**config.mk**
```make
export PLATFORM = sky130hd
export DESIGN_NAME = prog_sequencer
export DESIGN_NICKNAME = d
export VERILOG_FILES = /design/src/rtl/prog_sequencer.sv
export SDC_FILE = /design/constraint.sdc
export NUM_CORES = 1
export LEC_CHECK = 0
export BUFFER_PORTS_ARGS = -buffer_cell sky130_fd_sc_hd__buf_2
export CAP_MARGIN = 20
export CORE_MARGIN = 3
export CORE_UTILIZATION = 50
export DETAILED_ROUTE_END_ITERATION = 8
export PLACE_DENSITY = 0.77
export SETUP_SLACK_MARGIN = 0.5
export SYNTH_ARGS = -nofsm -noshare
export SYNTH_HDL_FRONTEND = slang
export SYNTH_SLANG_ARGS = --single-unit
```
**constraint.sdc**
```tcl
create_clock -name clk -period 5.1 [get_ports clk]
set_input_delay 0.51 -clock clk [delete_from_list [all_inputs] [get_ports clk]]
set_output_delay 0.51 -clock clk [all_outputs]
set_load 0.02 [all_outputs]
```
**src/rtl/prog_sequencer.sv**
```systemverilog
// Program sequencer: owns the program counter and the req/ack run handshake,
// selects a program entry point per run, and halts on a halt opcode or a watchdog limit.
module prog_sequencer #(
    parameter int                         PC_W        = 12,
    parameter int                         INST_W      = 9,
    parameter int                         TGT_W       = 8,
    parameter int                         NUM_PROG    = 3,
    parameter int                         SEL_W       = 2,
    parameter logic [NUM_PROG*PC_W-1:0]   ENTRY_PTS   = {12'h100, 12'h080, 12'h000},
    parameter logic [INST_W-1:0]          HALT_CODE   = 9'h1FF,
    parameter int                         BRANCH_MODE = 0,
    parameter int                         MAX_CYCLES  = 4096
) (
    input  logic                          clk,
    input  logic                          init,
    input  logic                          req,
    input  logic [SEL_W-1:0]              prog_sel,
    input  logic [INST_W-1:0]             inst,
    input  logic                          branch_en,
    input  logic                          branch_taken,
    input  logic [TGT_W-1:0]              branch_target,
    output logic [PC_W-1:0]               pc,
    output logic                          run,
    output logic                          ack,
    output logic                          timeout,
    output logic [$clog2(MAX_CYCLES):0]   cyc_count
);

    localparam int CNT_W = $clog2(MAX_CYCLES) + 1;
    localparam logic [CNT_W-1:0] LAST_CYC = CNT_W'(MAX_CYCLES - 1);

    generate
        if (NUM_PROG < 1 || MAX_CYCLES < 2 || (1 << SEL_W) < NUM_PROG) begin : g_bad_params
            $error("prog_sequencer: illegal parameter combination");
        end
    endgenerate

    typedef enum logic [1:0] {IDLE, LOAD, RUN, DONE} state_t;

    state_t             state, state_nx;
    logic [SEL_W-1:0]   sel_q, sel_nx;
    logic [PC_W-1:0]    pc_nx;
    logic [CNT_W-1:0]   cnt_nx;
    logic               timeout_nx;
    logic [PC_W-1:0]    entry;
    logic [PC_W-1:0]    jump_pc;
    logic signed [TGT_W-1:0] tgt_s;

    // Out-of-range selects fall back to entry 0.
    always_comb begin
        entry = ENTRY_PTS[PC_W-1:0];
        for (int i = 1; i < NUM_PROG; i++) begin
            if (sel_q == SEL_W'(i)) entry = ENTRY_PTS[i*PC_W +: PC_W];
        end
    end

    // A size cast of a signed operand sign-extends; pc arithmetic wraps modulo 2^PC_W.
    assign tgt_s = branch_target;
    always_comb begin
        if (BRANCH_MODE == 1) jump_pc = pc + PC_W'(tgt_s);
        else                  jump_pc = PC_W'(branch_target);
    end

    // NOTE: every signal assigned here gets a default first, so no path can infer a latch.
    always_comb begin
        state_nx   = state;
        sel_nx     = sel_q;
        pc_nx      = pc;
        cnt_nx     = cyc_count;
        timeout_nx = timeout;
        case (state)
            IDLE: begin
                if (req) begin
                    state_nx = LOAD;
                    sel_nx   = prog_sel;
                end
            end
            LOAD: begin
                pc_nx      = entry;
                cnt_nx     = '0;
                timeout_nx = 1'b0;
                state_nx   = RUN;
            end
            RUN: begin
                if (inst == HALT_CODE) begin
                    state_nx = DONE;
                end else begin
                    cnt_nx = cyc_count + CNT_W'(1);
                    if (cyc_count == LAST_CYC) begin
                        state_nx   = DONE;
                        timeout_nx = 1'b1;
                    end else if (branch_en && branch_taken) begin
                        pc_nx = jump_pc;
                    end else begin
                        pc_nx = pc + PC_W'(1);
                    end
                end
            end
            DONE: begin
                if (!req) state_nx = IDLE;
            end
            default: state_nx = IDLE;
        endcase
    end

    // NOTE: sequential state uses non-blocking assignments so all registers update together.
    always_ff @(posedge clk or posedge init) begin
        if (init) begin
            state     <= IDLE;
            sel_q     <= '0;
            pc        <= '0;
            cyc_count <= '0;
            timeout   <= 1'b0;
        end else begin
            state     <= state_nx;
            sel_q     <= sel_nx;
            pc        <= pc_nx;
            cyc_count <= cnt_nx;
            timeout   <= timeout_nx;
        end
    end

    assign run = (state == RUN);
    assign ack = (state == DONE);

endmodule

```
== Yosys cells after proc, flatten, opt, wreduce, memory -nomap -nowiden ==
Cells that the tools add are included.
Widths: inputs -> output; s select.

* Input port bits: 24
* Flip-flop bits (word level): 30
* Logic and storage cells: 44
* Output and inout port bits: 28

* Multiplexer cells: 16
* Reductions and logical operators: 8
* $add $sub $neg: 2
* Equal/unequal tests: 13

{| class="wikitable"
|+ Operators with widths
! kind !! count
|-
| $mux 12 || 4
|-
| $pmux 13 s2 || 1
|-
| $pmux 12 s2 || 1
|-
| $add 13x1->13 const B || 1
|-
| $eq 13x12->1 const B || 1
|-
| $mux 13 || 1
|-
| $add 12x1->12 const B || 1
|-
| $eq 9x9->1 const B || 1
|-
| $reduce_and 3->1 || 3
|-
| $mux 2 || 4
|-
| $mux 8 || 1
|-
| $ne 2x2->1 const B || 4
|-
| $pmux 2 s4 || 1
|-
| $eq 2x2->1 const B || 3
|-
| $eq 2x1->1 const B || 2
|-
| $reduce_and 2->1 || 2
|-
| $ne 3x1->1 const B || 1
|-
| $logic_not 2->1 || 1
|-
| $mux 1 || 2
|-
| $ne 2x1->1 const B || 1
|-
| $pmux 1 s2 || 1
|-
| $reduce_bool 2->1 || 1
|-
| $logic_and 1x1->1 || 1
|}

== Logic depth before layout (Yosys ltp) ==
Gate-level depths: netlist (run 1).

* Depth in word-level cells: 5
* Depth in mapped cells: 7
* Mapped depth without buffers: 6

== Least setup slack after synthesis (run 1) ==
OpenSTA, ideal clock, no wires.

* Path type: flip-flop to flip-flop
* Start point: register state[0]
* End point: register pc[7]
* Buffers on the path: 1
* Stages on the path, launching flop included: 8
* Arrival: 1.799 ns
* Setup time: 0.133 ns
* Path slack: 3.168 ns
* Cells stage by stage: dfrtp_1 inv_1 ha_1 inv_1 nor4_2 or2_1 buf_6 o21ai_0

* Cells in the longest elaborated chain, start to end: 3
* Elaborated cells between the ends (all ways): 7

{| class="wikitable"
|+ Ends and longest elaborated chain
! item !! line !! RTL
|-
| start, declared || 40 || <nowiki>state_t state, state_nx;</nowiki>
|-
| start signal, assigned || 115 || <nowiki>state <= state_nx;</nowiki>
|-
| $eq 2x2->1 * || - ||
|-
| named net run || 23 || <nowiki>output logic run,</nowiki>
|-
| $ne 2x2->1 (no line) or $reduce_bool 2->1 (tied branches) || - ||
|-
| $reduce_and 3->1 (no line) || - ||
|-
| end signal, assigned || 117 || <nowiki>pc <= pc_nx;</nowiki>
|-
| end, declared || 22 || <nowiki>output logic [PC_W-1:0] pc,</nowiki>
|}

Mark *: on every way through the listed nets, which the timed path passes. The rest lies on a longest branch.
A chain may end at the register's enable or synchronous reset.

== Worst setup path after layout (run 1) ==
* Start point: register state[0]
* End point: register pc[8]

* Cells in the longest elaborated chain, start to end: 3
* Elaborated cells between the ends (all ways): 7

{| class="wikitable"
|+ Ends and longest elaborated chain
! item !! line !! RTL
|-
| $eq 2x2->1 or $eq 2x1->1 (tied branches) || 71 || <nowiki>case (state)</nowiki>
|-
| $ne 2x2->1 (no line) or $reduce_bool 2->1 (tied branches) || - ||
|-
| $reduce_and 3->1 (no line) || - ||
|}

Several ways; a longest one is shown, not always the timed one.

==> results.toml, run 1 <==
[floorplanning]
start_util_pct = 54.1
num_io_pins = 52
die_area_mm2 = 0.00455
die_h_um = 67.5
core_area_mm2 = 0.00349
fp.dieW_um = 67.5
rows = 21

[critical_path]
rr_worst_depth = 6
crit_path_max_fanout = 15
critPathKind = "reg -> reg"
critPathLaunch = "state[0]"
crit_end = "pc[8]"
r2r_end = "pc[8]"
startpoint_type = "flop"
r2r_setup_slack_ns = 2.64
crit_required_ns = 5.26
r2r_start = "state[0]"
worstPathArrival_ns = 2.62
endpoint_kind = "flop"

[drt]
wl_per_cell_um = 15.7
drt_pass1_iterations = 4
totalWireLength_mm = 4.76
route.detailed.drc = 0
route.vias.total = 1812
viasPerCell = 5.98
drt.antenna.violating_nets = 0
drtIter0Drc = 160

[timing]
finalCritPeriodShare_pct = 48.3
max-slew-margin-rel_pct = 47.4
slew_violations = 0
rsz0062_at_grt = "no"
fmax_mhz = 406
skew_ns = 0.00397
timing.hold.ws_ns = 0.282
tightest_slew_ns = 0.782
report.final.setup_viol = 0
finalSetupTns_ns = 0
final_hold_viol_count = 0
period_minus_slack_ns = 2.46

[yosys]
synth_edf_count = 0
ys_seq_area_share_pct = 39.7
synth.most_common_cell = "dfrtp_1"
synth_seq_cells = 30
synth_commonest_cells = "dfrtp_1, a21oi_1, nand2_1, o21ai_0, or3_1"
netlist.area_leader.share_pct = 39.7
avgSynthCellArea_um2 = 9.36
netlist_area_mm2 = 0.00189
synth.net_count = 232
yosysWarnings = 0
synthDistinctLibCells = 48
ys_async_sr_fraction_pct = 100
synth_cells = 202
synthTopCellsByArea = "dfrtp_1, a21oi_1, ha_1, o21ai_0, or3_1"
synth_top_area_cell = "dfrtp_1"
synthFlopType = "dfrtp_1"

[clocking]
clkSinkCount = 30
holdBufCountCts = 0
insertion_delay_ns = 0.29
cts_buffer_depth = 2
cts_root_buffer = "clkbuf_8"
htreeDepth = 2
clk_pin_slew_ns = 0.06
cts_resized = 0
cts_tree = "done"
cts_buffers = 5
cts_setup_buffers = 0

[global_route]
grt_pass1_wl_mm = 7.84
track_usage_pct = 22.9
gr-total-overflow = 0
grt_max_degree = 31
antenna_found_initial = 0
grt_pass1_vias = 1631

[run]
maxCapViolations = 0

[min_path]
hold_path_class = "in -> async"

[power]
max-vdd-ir-drop_v = 0.000250
p_leak_uw = 0.00108
powerDensity_mw_per_mm2 = 463
power.total_uw = 1060

[placement]
io_buffers = 51
place.gp.congestion = 0.875
dp_hpwl_mm = 3.50

[final_layout]
fin_nets = 286
area_growth_pct = 21.2
drive_above_1_share_pct = 26.8
diodes = 0
fin_util_pct = 65.6

[status]
status = "finished, final reports clean"
-- per-stage QoR --
stage	setup WS, ns	cell area [um^2]	std cells
2_1_floorplan	3.17	1890	202
3_3_place_gp	2.76	2180	295
3_5_place_dp	2.69	2180	295
4_1_cts	2.65	2290	303
5_1_grt	2.37	2290	303
6_report	2.64	2290	303
-- routing by layer --
metal | vias to the layer above | global-route usage [%] | wire [um]
met5 | - | 0 | 0
met4 | 0 | 9.11 | 63
met3 | 9 | 4.83 | 337
met2 | 60 | 33.8 | 2180
met1 | 850 | 32.7 | 2180
li1 | 893 | - | -
-- worst max-delay path, stage by stage, from the launching register on --
cell,delay (ns)
dfrtp_1,0.38
inv_1,0.12
ha_1,0.49
inv_1,0.22
nor4_2,0.62
or2_1,0.35
o21ai_0,0.13
-- registers in the layout, summed over array words and instances (netlist names) --
signal / count
timeout: 1
sel_q: 2
state: 2
pc: 12
cyc_count: 13
-- kinds of logic (layout without fill, tap and decap cells) --
| kind of cell | count (synthesis) | count (layout) | synth area share (%) |
|---|---|---|---|
| adders and majority gates | 6 | 6 | 3.97 |
| xor gates and xnor gates | 2 | 2 | 0.927 |
| buffers and inverters | 15 | 70 | 3.51 |
| AOI/OAI and AO/OA | 65 | 65 | 24.0 |
| DFF | 30 | 30 | 39.7 |
| muxes | 8 | 8 | 4.37 |
| and+or+nand+nor | 76 | 76 | 23.5 |
-- cell type report --
cell class	instances	area, um^2
flip-flops and latches	30	751
fillers	303	1200
well taps	46	57.6
multi-input cells	157	1070
clock buffers	8	110
inverters	10	37.5
repair buffers	52	263
-- where the power goes --
group          total (uW)  internal [uW]  switching, uW
combinational         486            175            312
clock                 224            136           87.6
sequential            352            287           64.9
total                1060            597            464
-- placed cells by master (no fill, tap or decap), types with 3 or more instances in the layout --
cell	instances
buf_2	51
dfrtp_1	30
a21oi_1	16
o21ai_0	15
nand2_1	15
or3_1	12
inv_1	10
nand3_1	8
clkbuf_8	8
nand4_1	7
nor3_1	7
nor2_1	6
mux2i_1	6
ha_1	6
and4_1	5
o31ai_1	5
a31oi_1	5
and2_1	4
o211ai_1	3
o2bb2ai_1	3
-- worst min-delay path by stage --
stage | endpoint | slack (ns) | cells after the start
floorplan | sel_q[0] | 0.49 | 1
global placement | timeout | 0.51 | 2
detailed placement | timeout | 0.50 | 2
CTS | cyc_count[4] | 0.30 | 3
global route | cyc_count[4] | 0.32 | 3
finish | cyc_count[4] | 0.28 | 3
Note: power is estimated with default switching activity, not from simulation.
==> run 2: changes to the inputs <==
- clock period: 5.1 -> 2.3 ns (I/O delays scaled with it)
==> run 2 against run 1 <==
Effect of this change:
- die area stayed put
- non-clock buffer count is 21 higher
- clock skew is 0.0023 ns higher
- via count is 6.9% higher
- hold slack worse by 0.27 ns
- global-route usage is 0.64 points higher
- combinational power grew to 3.3 times the previous value
- sequential cell count stayed put
- critical path type unchanged
- critical endpoint is now pc[4]
- largest cell class unchanged
- largest power group unchanged
==> results.toml, run 2 (synthesis results as in run 1) <==
[critical_path]
r2r_end = "pc[4]"
crit_path_max_fanout = 4
r2r_start = "state[0]"
critPathLaunch = "state[0]"
startpoint_type = "flop"
crit_required_ns = 2.48
r2r_setup_slack_ns = 0.50
endpoint_kind = "flop"
worstPathArrival_ns = 1.98
rr_worst_depth = 7
critPathKind = "reg -> reg"

[final_layout]
fin_nets = 307
mostFrequentLayoutCell = "buf_2"
fillers = 267
regMostFlops = "cyc_count"
area_growth_pct = 33.6
reg_top3 = "cyc_count: 13 flops, pc: 12 flops"
largest_reg_flops = 13
drive_above_1_share_pct = 37.4
final_cell_mix = "buf_2, dfrtp_1, buf_4"
diodes = 0
fin_area_mm2 = 0.00253

[global_route]
grt_max_degree = 31
antenna_found_initial = 0
gr-total-overflow = 0
track_usage_pct = 23.6
grt_pass1_vias = 1773
grt_pass1_wl_mm = 8.13

[drt]
viasPerCell = 5.98
drt.antenna.violating_nets = 0
drtIter0Drc = 137
drt_pass1_iterations = 4
route.detailed.drc = 0
wl_per_cell_um = 15.9
totalWireLength_mm = 5.17
route.vias.total = 1937

[clocking]
insertion_delay_ns = 0.29
clkSinkCount = 30
clk_pin_slew_ns = 0.07
cts_buffers = 5
cts_tree = "done"
htreeDepth = 2
cts_root_buffer = "clkbuf_8"
cts_buffer_depth = 2

[timing]
skew_ns = 0.00626
final_hold_viol_count = 0
tightest_slew_ns = 0.498
period_minus_slack_ns = 1.80
fmax_mhz = 554
finalSetupTns_ns = 0
slew_violations = 0
finalCritPeriodShare_pct = 78.5
report.final.setup_viol = 0
rsz0062_at_grt = "yes"
max-slew-margin-rel_pct = 66.8
worst_slack_ns = 0.496

[floorplanning]
rows = 21
fp.dieW_um = 67.5
num_io_pins = 52
start_util_pct = 54.1
die_area_mm2 = 0.00455
core_area_mm2 = 0.00349
die_h_um = 67.5

[power]
power.total_uw = 2820
max-vdd-ir-drop_v = 0.000621
p_leak_uw = 0.00118
powerDensity_mw_per_mm2 = 1120

[min_path]
hold_path_class = "in -> async"

[placement]
dp_slack_ns = 0.226
place_area_mm2 = 0.00225
dp_hpwl_mm = 3.53
place.gp.congestion = 0.846
io_buffers = 51

[status]
status = "finished, final reports clean"

[run]
maxCapViolations = 0
## run 2: changes by cell type in the layout (fill, tap and decap cells not counted), moves of 3 or more
| cell | change |
|---|---|
| inv_1 | -4 |
| ha_4 | +3 |
| ha_1 | -3 |
| buf_4 | +20 |
## run 2: layer usage
metal  wire length, um  up-vias  global-route usage (%)
met2              2440       85                    37.3
li1                  -      926                       -
met5                 0        -                       0
met3               378       12                    5.49
met1              2240      914                    30.9
met4               103        0                    9.62
## run 2: repair_timing
action | in CTS | in global routing
hold endpoints to repair | 0 | 0
pin swaps | 3 | 7
hold buffers | 0 | 0
setup buffers | 4 | 14
setup endpoints to repair | 24 | 23
gates resized for setup | 4 | 7
## run 2: stage by stage
step,std cells,utilization (%),hold WS [ns]
finish,324,72.3,0.0129
global route,324,72.3,0.0736
CTS,310,68.3,0.0175
detailed placement,298,64.5,0.326
global placement,298,64.5,0.328
floorplan,202,-,0.321
## run 2: where the power goes
group          switching [uW]  leakage (uW)  internal [uW]
clock network             212     0.0000482            241
registers                 142      0.000402            638
logic                     844      0.000729            742
## run 2: worst max path at each step
stage,end,slack [ns],depth (start not counted)
5_1_grt,pc[4],0.44,7
6_report,pc[4],0.50,7
3_5_place_dp,pc[7],0.23,6
3_3_place_gp,pc[8],0.31,6
4_1_cts,pc[9],0.50,6
2_1_floorplan,pc[7],0.50,6
## run 2: worst max-delay path: stages (launching register included)
cell and delay, ns:
dfrtp_1 0.40, inv_2 0.13, ha_4 0.20, clkinvlp_4 0.16, nor4_4 0.37, buf_4 0.20, nor3_1 0.05, o22a_1 0.19
## run 2: layout make-up
| class | instances | area (um^2) | area share (%) |
|---|---|---|---|
| clock inverter | 1 | 5.00 | 0.198 |
| timing repair buffer | 73 | 433 | 17.1 |
| tap | 46 | 57.6 | 2.28 |
| multi-input combinational | 157 | 1150 | 45.4 |
| clock buffer | 7 | 86.3 | 3.42 |
| sequential | 30 | 753 | 29.8 |
| inverter | 10 | 45.0 | 1.78 |
